`src/rtl/div_pkg.sv`:
```
// Shared types and helpers for the sequential restoring divider.
// State encoding, counter sizing and the divide-by-zero quotient.
package div_pkg;

  typedef enum logic [1:0] {
    IDLE = 2'd0,
    CALC = 2'd1,
    DONE = 2'd2
  } state_t;

  localparam logic [31:0] DZ_QUOT = '1;

  function automatic int unsigned cnt_width(
    input int unsigned w
  );
    return $clog2(w + 1);
  endfunction

endpackage

```
`src/rtl/addsub_nbit.sv`:
```
// N-bit add/subtract stage: a + (b ^ sub) + sub.
// c_out is the true carry, i.e. 1 means a >= b when subtracting.
module addsub_nbit #(
  parameter int N = 5
) (
  input  logic [N-1:0] a,
  input  logic [N-1:0] b,
  input  logic         sub,
  output logic [N-1:0] result,
  output logic         c_out
);

  logic [N-1:0] bx;

  assign bx = b ^ {N{sub}};

  assign {c_out, result} = {1'b0, a}
                         + {1'b0, bx}
                         + {{N{1'b0}}, sub};

endmodule

```
`src/rtl/seq_divider.sv`:
```
// Multi-cycle restoring divider, one quotient bit per clock.
// Define DIV_SIGNED_EN for two's-complement truncating division.
module seq_divider
  import div_pkg::*;
#(
  parameter int WIDTH = 4
) (
  input  logic             clk,
  input  logic             rst_n,
  input  logic             start,
  input  logic [WIDTH-1:0] dividend,
  input  logic [WIDTH-1:0] divisor,
  output logic             busy,
  output logic             done,
  output logic [WIDTH-1:0] quotient,
  output logic [WIDTH-1:0] remainder,
  output logic             div_by_zero
);

  localparam int CW = cnt_width(WIDTH);

  state_t state, state_n;

  logic [CW-1:0]    cnt;
  logic [WIDTH:0]   r, r_n, t;
  logic [WIDTH-1:0] q, q_n, d;
  logic [2*WIDTH:0] sh;
  logic             c_out;
  logic             accept, zero_div, last;
  logic [WIDTH-1:0] a_mag, b_mag;
  logic [WIDTH-1:0] q_fin, r_fin;
`ifdef DIV_SIGNED_EN
  logic             neg_q, neg_r;
`endif

  assign accept   = start && (state != CALC);
  assign zero_div = (divisor == '0);
  assign last     = (state == CALC) &&
                    (cnt == CW'(WIDTH - 1));

  always_comb begin
    sh  = {r, q} << 1;
    r_n = c_out ? t : sh[2*WIDTH:WIDTH];
    q_n = sh[WIDTH-1:0] |
          {{(WIDTH-1){1'b0}}, c_out};
  end

  addsub_nbit #(
    .N(WIDTH + 1)
  ) u_addsub (
    .a      (sh[2*WIDTH:WIDTH]),
    .b      ({1'b0, d}),
    .sub    (1'b1),
    .result (t),
    .c_out  (c_out)
  );

  // Core always runs on magnitudes; signs are restored on exit
`ifdef DIV_SIGNED_EN
  always_comb begin
    a_mag = dividend[WIDTH-1] ? -dividend : dividend;
    b_mag = divisor[WIDTH-1]  ? -divisor  : divisor;
    q_fin = neg_q ? -q_n : q_n;
    r_fin = neg_r ? -r_n[WIDTH-1:0]
                  : r_n[WIDTH-1:0];
  end
`else
  always_comb begin
    a_mag = dividend;
    b_mag = divisor;
    q_fin = q_n;
    r_fin = r_n[WIDTH-1:0];
  end
`endif

  always_ff @(posedge clk or negedge rst_n) begin
    if (!rst_n) state <= IDLE;
    else        state <= state_n;
  end

  always_comb begin
    state_n = state;
    case (state)
      IDLE, DONE: begin
        if (start) state_n = zero_div ? DONE : CALC;
        else       state_n = IDLE;
      end
      CALC: begin
        if (last) state_n = DONE;
      end
      default: state_n = IDLE;
    endcase
  end

  always_comb begin
    busy = (state == CALC);
    done = (state == DONE);
  end

  always_ff @(posedge clk or negedge rst_n) begin
    if (!rst_n) begin
      cnt         <= '0;
      r           <= '0;
      q           <= '0;
      d           <= '0;
      quotient    <= '0;
      remainder   <= '0;
      div_by_zero <= 1'b0;
`ifdef DIV_SIGNED_EN
      neg_q       <= 1'b0;
      neg_r       <= 1'b0;
`endif
    end else if (accept) begin
      if (zero_div) begin
        quotient    <= DZ_QUOT[WIDTH-1:0];
        remainder   <= dividend;
        div_by_zero <= 1'b1;
      end else begin
        r   <= '0;
        q   <= a_mag;
        d   <= b_mag;
        cnt <= '0;
`ifdef DIV_SIGNED_EN
        neg_q <= dividend[WIDTH-1] ^ divisor[WIDTH-1];
        neg_r <= dividend[WIDTH-1];
`endif
      end
    end else if (state == CALC) begin
      r   <= r_n;
      q   <= q_n;
      cnt <= cnt + CW'(1);
      if (last) begin
        quotient    <= q_fin;
        remainder   <= r_fin;
        div_by_zero <= 1'b0;
      end
    end
  end

endmodule

```
`config.mk`:
```
export PLATFORM = sky130hd
export DESIGN_NAME = seq_divider
export DESIGN_NICKNAME = d
export VERILOG_FILES = /design/src/rtl/div_pkg.sv /design/src/rtl/addsub_nbit.sv /design/src/rtl/seq_divider.sv
export SDC_FILE = /design/constraint.sdc
export NUM_CORES = 1
export LEC_CHECK = 0
export BUFFER_PORTS_ARGS = -buffer_cell sky130_fd_sc_hd__buf_2
export CAP_MARGIN = 20
export CELL_PAD_IN_SITES_DETAIL_PLACEMENT = 2
export CELL_PAD_IN_SITES_GLOBAL_PLACEMENT = 2
export CORE_UTILIZATION = 37
export CTS_CLUSTER_DIAMETER = 60
export DETAILED_ROUTE_END_ITERATION = 10
export GPL_TIMING_DRIVEN = 1
export MAX_ROUTING_LAYER = met4
export PLACE_DENSITY = 0.81
export RECOVER_POWER = 25
export SYNTH_ARGS = -nofsm -noshare
export SYNTH_HDL_FRONTEND = slang
export SYNTH_SLANG_ARGS = --single-unit
```
`constraint.sdc`:
```
create_clock -name clk -period 5.5 [get_ports clk]
set_input_delay 0.275 -clock clk [delete_from_list [all_inputs] [get_ports clk]]
set_output_delay 0.275 -clock clk [all_outputs]
set_load 0.01 [all_outputs]
```
# Yosys cells after proc, flatten, opt, wreduce, memory -nomap -nowiden
# Index checks and enable logic that the tools add are counted.
# Widths: inputs -> output; s select.
# word_totals
register_bits	26
# classes
bitwise	3
eq_ne	7
addsub	3
reduce_logical	10
n_mux	26
# op_table
cell	n
$mux 4	15
$mux 3	3
$add 5x5->6	1
$add 6x1->6 const B	1
$mux 2	3
$ne 2x1->1 const B	3
$not 4->5	1
$logic_not 4->1	1
$mux 1	4
$or 4x1->4	1
$pmux 2 s2	1
$reduce_and 2->1	2
$reduce_bool 2->1	2
$add 3x1->3 const B	1
$eq 3x2->1 const B	1
$reduce_and 3->1	1
$eq 2x1->1 const B	1
$eq 2x2->1 const B	1
$logic_and 1x1->1	2
$logic_not 2->1	1
$ne 2x2->1 const B	1
$reduce_or 2->1	1
$not 1->1	1

# Logic depth before layout (Yosys ltp)
# Gate-level depths: netlist of the first run.
# depth
depth_word	7
ltp_mapped	8
mapped_depth_nobuf	8

# Hierarchy
# From an unflattened synthesis of the first run, not the netlist that was laid out.
# hier_totals
cells_unflattened	137
area_unflattened_um2	1401.3
# modules_own_cells
mod	area_each_um2	seq_area_each_um2	instances	cells_per_inst
seq_divider	1161.1	650.6	1	108
addsub_nbit	240.2	0.0	1	29

# Least setup slack after synthesis of the first run
# Ideal clock, no wire load.
# synth_path
path_kind	register to register
startpoint	register r[0]
endpoint	register r[0]
t_arrival_ns	1.637
setup_ns	0.121
path_buffers	1
setup_slack_ns	3.742
path_stages_with_launch	8
required_ns	5.379
cell_sequence	dfrtp_1 > ha_1 > nor2b_1 > o31ai_2 > and2_1 > clkbuf_2 > o21ai_0 > a22o_1
# synth_via
elab_chain_cells	5
# synth_rtl
item	line_no	text
start, declared	seq_divider.sv:25	logic [WIDTH:0] r, r_n, t;
start signal, assigned	seq_divider.sv:129	r <= r_n;
$add 5x5->6	addsub_nbit.sv:18	+ {1'b0, bx}
$add 6x1->6	addsub_nbit.sv:19	+ {{N{1'b0}}, sub};
$mux 4	seq_divider.sv:43	r_n = c_out ? t : sh[2*WIDTH:WIDTH];
$mux 4	seq_divider.sv:128	end else if (state == CALC) begin
$mux 4	seq_divider.sv:113	end else if (accept) begin
# Every way passes these cells. The select of a mux whose other input is x is not followed.
# A chain may end at the register's enable or synchronous reset.

# Worst setup path in the final report of the first run
# Same ends and word-level chain as after synthesis.

==> results.cfg, run 1 <==
[die]
rows = 21
dieWidth_um = 61.2
die_area_mm2 = 0.00375
ioPinCount = 22
start_util_pct = 38.9
dieHeight_um = 61.2
core_mm2 = 0.00334

[pwr]
p_clk_share_pct = 13.7
cellPowerDensity_mw_per_mm2 = 652
comb_power_share_pct = 50.6
p_seq_share_pct = 35.8
p_sw_share_pct = 41.6
internal_power_w = 0.000566
p_leak_nw = 0.668
p_sw_w = 0.000403
ir_worst_vdd_mv = 0.195

[detailed_routing]
vias = 999
vias_per_cell = 5.20
wl_um = 3090
drtAntennaViolNets = 0
wire_per_inst_um = 16.1
firstDrtPassIters = 2
first_iter_violations = 28
drcViolationCount = 0

[clocking]
cts.clk_slew.worst_paths_ns = 0.14
clockBufferDepth = 2
htreeDepth = 1
cts_root_buffer = clkbuf_4
post-cts-setup-buffers = 0
numCtsBuffers = 3
clkSinkCount = 26
clk_latency_ns = 0.33
cts_tree = done

[timing]
clock_skew_ns = 0.00257
worstMarginPinSlew_ns = 1.39
rsz0062_at_grt = false
setup_tns_ns = 0
setup_viol = 0
max_freq_ghz = 0.503
final_hold_viol_count = 0
slew_headroom_pct = 7.33
maxSlewViolCount = 0
fin_crit_sh_pct = 36.1
finalCriticalPeriod_ns = 1.99

[critical_path]
endpoint = r[0]$_DFFE_PN0P_
arrival_ns = 2.22
reg2reg_to = r[0]$_DFFE_PN0P_
path_cells = ha_1 -> nor2b_1 -> o31ai_2 -> and2_1 -> o21ai_0 -> a22o_1
path_max_fanout = 7
reg2reg_from = r[0]$_DFFE_PN0P_
cp_slowest_cell = dfrtp_1
critical_path_required_ns = 5.74
worstRegToRegCells = 6
end_kind = flop
r2r_setup_slack_ns = 3.51
critPathLaunch = r[0]$_DFFE_PN0P_
critPathTopFamily = compound AO/OA/AOI/OAI gates
cp.depth = 6
cpPeakStageDelay_ns = 0.46
path_class = flop to flop
cp.buffers_inverters = 0
start_kind = flop

[grt]
met1_usage_pct = 24.3
grt_busiest_layer = met2
grt_max_degree = 27
antenna_found_initial = 0
use_met2_pct = 32.3
grt.overflow.total = 0
grt_pass1_vias = 1047
grt_pass1_wl_um = 5020
grt.total_usage_pct = 19.6
grt.met3_usage_pct = 3.15

[yosys]
synthCells = 124
syn-num-nets = 142
syn_area_mm2 = 0.00130
seq_area_frac_synth_pct = 50.1
ys_types = 34
syn_avg_cell_area_um2 = 10.5
ys_ff_latch = 26
yosysWarnings = 0

[final_layout]
drive_gt1_share_pct = 23.3
mostFrequentLayoutCells = dfrtp_1 (26), buf_2 (20), nand2_1 (17), nor2_1 (11)
nets = 165
final_common_cell = dfrtp_1
syn_to_final_growth_pct = 14.6
diodes = 0
final_cells = 192

[place]
gp_congestion = 0.784
port_buffers = 21
dp.cells = 187
post-dp-hpwl_um = 2360

[min_path]
hp-class = input port to flop

[outcome]
outcome = completed

[flow_run]
maxCapViolations = 0
## final cells by class
| class | count | area (µm²) |
|---|---|---|
| fill | 375 | 1850 |
| sequential | 26 | 651 |
| multi-input combinational | 86 | 582 |
| timing repair buffer | 22 | 114 |
| tap | 46 | 57.6 |
| clock inverter | 1 | 30.0 |
| inverter | 8 | 30.0 |
| clock buffer | 3 | 22.5 |
## worst reg2reg max path, cell delays in order, from the launching register on
cell     delay, ns
dfrtp_1       0.46
ha_1          0.31
nor2b_1       0.15
o31ai_2       0.33
and2_1        0.32
o21ai_0       0.14
a22o_1        0.19
## how the worst min path moves through the flow
stage,startpoint,endpoint,depth (start not counted)
floorplan,rst_n,cnt[0]$_DFFE_PN0P_,0
global placement,rst_n,remainder[3]$_DFFE_PN0P_,1
detailed placement,rst_n,remainder[2]$_DFFE_PN0P_,1
CTS,divisor[0],d[0]$_DFFE_PN0P_,2
global route,divisor[0],d[0]$_DFFE_PN0P_,2
finish,divisor[0],d[0]$_DFFE_PN0P_,2
## cell families (layout without fill, tap and decap cells)
kind of cell	after synthesis	after routing	share of synthesized area, %
buffers and inverters	12	34	5.01
adders and majority gates	7	7	7.33
AOI/OAI and AO/OA	38	38	22.6
xor gates and xnor gates	1	1	0.675
DFF	26	26	50.1
and+or+nand+nor	40	40	14.3
## layer usage
layer	routed length, µm	share of wire [%]
met5	0	0
met4	42	1.4
met3	78	2.5
met2	1540	50
met1	1420	46
## repair_timing
item | 4_1_cts | 5_1_grt
hold buffers | 1 | 0
hold endpoints to repair | 26 | 0
resized for setup | 0 | 0
## cells in the mapped netlist
| cell | number | area share (%) |
|---|---|---|
| o21ai_0 | 6 | 2.3 |
| nor2b_1 | 2 | 0.96 |
| a31oi_1 | 8 | 3.9 |
| a21oi_2 | 1 | 0.68 |
| or3_1 | 1 | 0.48 |
| o311ai_0 | 1 | 0.68 |
| fa_1 | 1 | 1.5 |
| a41oi_1 | 1 | 0.68 |
| inv_1 | 8 | 2.3 |
| o31ai_1 | 1 | 0.58 |
| nand2_1 | 17 | 4.9 |
| nand2b_1 | 2 | 0.96 |
| clkbuf_2 | 1 | 0.39 |
| nor4b_1 | 1 | 0.68 |
| o31ai_2 | 1 | 0.96 |
| o21ai_1 | 1 | 0.39 |
| o22a_2 | 4 | 3.1 |
| o22ai_1 | 1 | 0.48 |
| a22o_1 | 5 | 3.4 |
| dfrtp_1 | 26 | 50 |
| a211oi_1 | 3 | 1.7 |
| buf_6 | 2 | 1.7 |
| buf_4 | 1 | 0.58 |
| a21o_1 | 1 | 0.58 |
| a22o_2 | 1 | 0.77 |
| ha_1 | 6 | 5.8 |
| or4_4 | 1 | 0.87 |
| nor2_1 | 11 | 3.2 |
| xnor2_1 | 1 | 0.68 |
| nand3_1 | 2 | 0.77 |
| and2_1 | 2 | 0.96 |
| o21ai_4 | 1 | 1.3 |
| o21a_1 | 2 | 1.2 |
| nand2_2 | 1 | 0.48 |
## metrics by stage
stage | total power, W | util, % | setup slack [ns] | hold slack, ns | area, µm²
detailed placement | 0.000843 | 42.7 | 3.57 | 0.308 | 1430
global placement | 0.000808 | 42.7 | 3.66 | 0.310 | 1430
floorplan | 0.000708 | - | 3.74 | -0.0206 | 1300
CTS | 0.000986 | 44.6 | 3.50 | 0.166 | 1490
global route | 0.00107 | 44.5 | 3.33 | 0.168 | 1490
finish | 0.000970 | 44.5 | 3.51 | 0.172 | 1490
## power groups by stage
| stage | combinational (W) | sequential, W | clock [W] |
|---|---|---|---|
| CTS | 0.000501 | 0.000349 | 0.000136 |
| finish | 0.000490 | 0.000347 | 0.000133 |
| global route | 0.000566 | 0.000359 | 0.000144 |
| global placement | 0.000463 | 0.000344 | 0 |
| detailed placement | 0.000491 | 0.000352 | 0 |
| floorplan | 0.000359 | 0.000349 | 0 |
## sequential cells by signal (all words and copies together) (netlist names)
signal       flops
r                4
remainder        4
cnt              3
state            2
quotient         4
div_by_zero      1
d                4
q                4
Power figures use the tool's default switching activity.
==> run 2, diff against run 1 <==
Settings changed: CORE_UTILIZATION 37 to 34, PLACE_DENSITY 0.81 to 0.75.
Clock period 5.5 ns to 1.85 ns, I/O delays scaled along.
==> run 2 against run 1 <==
Fmax up 13%. Clock power rose to 3.7 times the previous value. Wire length up 15%. Utilization up 1.2 points. Worst setup slack worse by 3.4 ns. Sequential power rose to 3.0 times the previous value. Combinational power rose to 4.1 times the previous value. Cell count up 5.7%. Register-to-register slack worse by 3.4 ns. Largest cell class is now multi-input combinational cells.
==> results.cfg, run 2 (same netlist as run 1, synthesis figures left out) <==
[outcome]
outcome = completed

[detailed_routing]
first_iter_violations = 26
vias = 1044
wl_um = 3540
drtAntennaViolNets = 0
wire_per_inst_um = 17.4
drcViolationCount = 0
firstDrtPassIters = 4
vias_per_cell = 5.14

[place]
gp_congestion = 0.785
post-dp-hpwl_um = 2520
dp.cells = 193
port_buffers = 21

[grt]
met1_usage_pct = 26.4
grt.overflow.total = 0
use_met2_pct = 34.8
grt_max_degree = 27
grt_busiest_layer = met2
grt_pass1_vias = 1185
antenna_found_initial = 0
grt_pass1_wl_um = 6280
grt.total_usage_pct = 21.0
grt.met3_usage_pct = 2.32

[timing]
slew_headroom_pct = 59.6
setup_viol = 0
finalCriticalPeriod_ns = 1.76
worstMarginPinSlew_ns = 0.606
setup_tns_ns = 0
final_hold_viol_count = 0
fin_crit_sh_pct = 95.4
clock_skew_ns = 0.00321
max_freq_ghz = 0.567
rsz0062_at_grt = true
maxSlewViolCount = 0
hold_slack_ns = 0.0533

[final_layout]
syn_to_final_growth_pct = 29.1
final_common_cell = dfrtp_1
mostFrequentLayoutCells = dfrtp_1 (25), buf_2 (21), nand2_1 (17), nor2_1 (10)
fill_cells = 387
nets = 174
final_cells = 203
drive_gt1_share_pct = 40.0
diodes = 0

[pwr]
cellPowerDensity_mw_per_mm2 = 2120
ir_worst_vdd_mv = 0.649
p_leak_nw = 0.740

[die]
die_area_mm2 = 0.00407
dieHeight_um = 63.8
start_util_pct = 35.4
core_mm2 = 0.00366
ioPinCount = 22
rows = 22
dieWidth_um = 63.8

[clocking]
clkSinkCount = 26
cts_root_buffer = clkbuf_8
cts.clk_slew.worst_paths_ns = 0.10
numCtsBuffers = 3
clockBufferDepth = 2
cts_tree = done
htreeDepth = 1
clk_latency_ns = 0.28

[critical_path]
end_kind = flop
path_cells = ha_4 -> o21a_1 -> o31ai_4 -> and2_4 -> or3_1 -> a41oi_2
arrival_ns = 1.97
start_kind = flop
path_max_fanout = 7
critical_path_required_ns = 2.06
reg2reg_from = r[1]$_DFFE_PN0P_
path_class = flop to flop
critPathLaunch = r[1]$_DFFE_PN0P_
cp_slowest_cell = dfrtp_2
cpPeakStageDelay_ns = 0.45

[min_path]
hp-class = input port to flop
hold_start = divisor[0]

[flow_run]
maxCapViolations = 0
run 2: cell types whose count changed in the layout (fill, tap and decap cells not counted), sizes merged:
cell    previous run  this run
clkbuf             4         3
buf               20        30
run 2: path summary, 6_finish.rpt:
kind / endpoint / slack, ns / depth (start not counted)
max: remainder[0]$_DFFE_PN0P_ / 0.09 / 6
min in group asynchronous: quotient[3]$_DFFE_PN0P_ / 0.35 / 2
max reg2reg: remainder[0]$_DFFE_PN0P_ / 0.09 / 6
min: d[0]$_DFFE_PN0P_ / 0.05 / 2
min reg2reg: cnt[0]$_DFFE_PN0P_ / 0.49 / 1
max in group asynchronous: r[1]$_DFFE_PN0P_ / 1.08 / 2
run 2: power by group:
group          internal [W]  total (W)  leakage, nW  switching, W
Clock              0.000290   0.000487       0.0357      0.000197
Combinational      0.000984    0.00203        0.398       0.00104
Sequential         0.000844    0.00104        0.306      0.000192
run 2: layer usage:
layer  wire [µm]  vias to the layer above
met5           0                        -
met4          63                        0
met3          80                        5
met2        1730                       18
met1        1660                      515
li1            -                      506
run 2: area by class of cell:
class	instances	area [µm²]	area share (%)
multi-input cells	86	676	40.3
flip-flops and latches	26	652	38.9
repair buffers	31	186	11.1
well taps	48	60.1	3.58
clock buffers	3	41.3	2.46
clock inverters	1	30.0	1.79
inverters	8	30.0	1.79
run 2: what timing repair did:
item | 4_1_cts | 5_1_grt
setup endpoints to repair | 8 | 8
pin swaps | 3 | 7
hold buffers | 1 | 0
endpoints found under the hold margin | 26 | 0
buffers inserted | 3 | 3
resized for setup | 8 | 18
run 2: worst max-delay path: cells and delay by family (launching register included):
kind | cells | cell delay [ns]
and+or+nand+nor | 2 | 0.53
DFF | 1 | 0.45
AOI/OAI and AO/OA | 3 | 0.41
adders and majority gates | 1 | 0.30
run 2: per-stage QoR:
stage | cell area, µm² | util (%) | total power [W] | worst slack [ns]
2_1_floorplan | 1300 | - | 0.00210 | 0.0916
3_3_place_gp | 1460 | 39.8 | 0.00247 | 0.0340
3_5_place_dp | 1460 | 39.8 | 0.00258 | -0.117
4_1_cts | 1580 | 43.3 | 0.00326 | 0.0197
5_1_grt | 1680 | 45.8 | 0.00385 | -0.0119
6_report | 1680 | 45.8 | 0.00355 | 0.0854
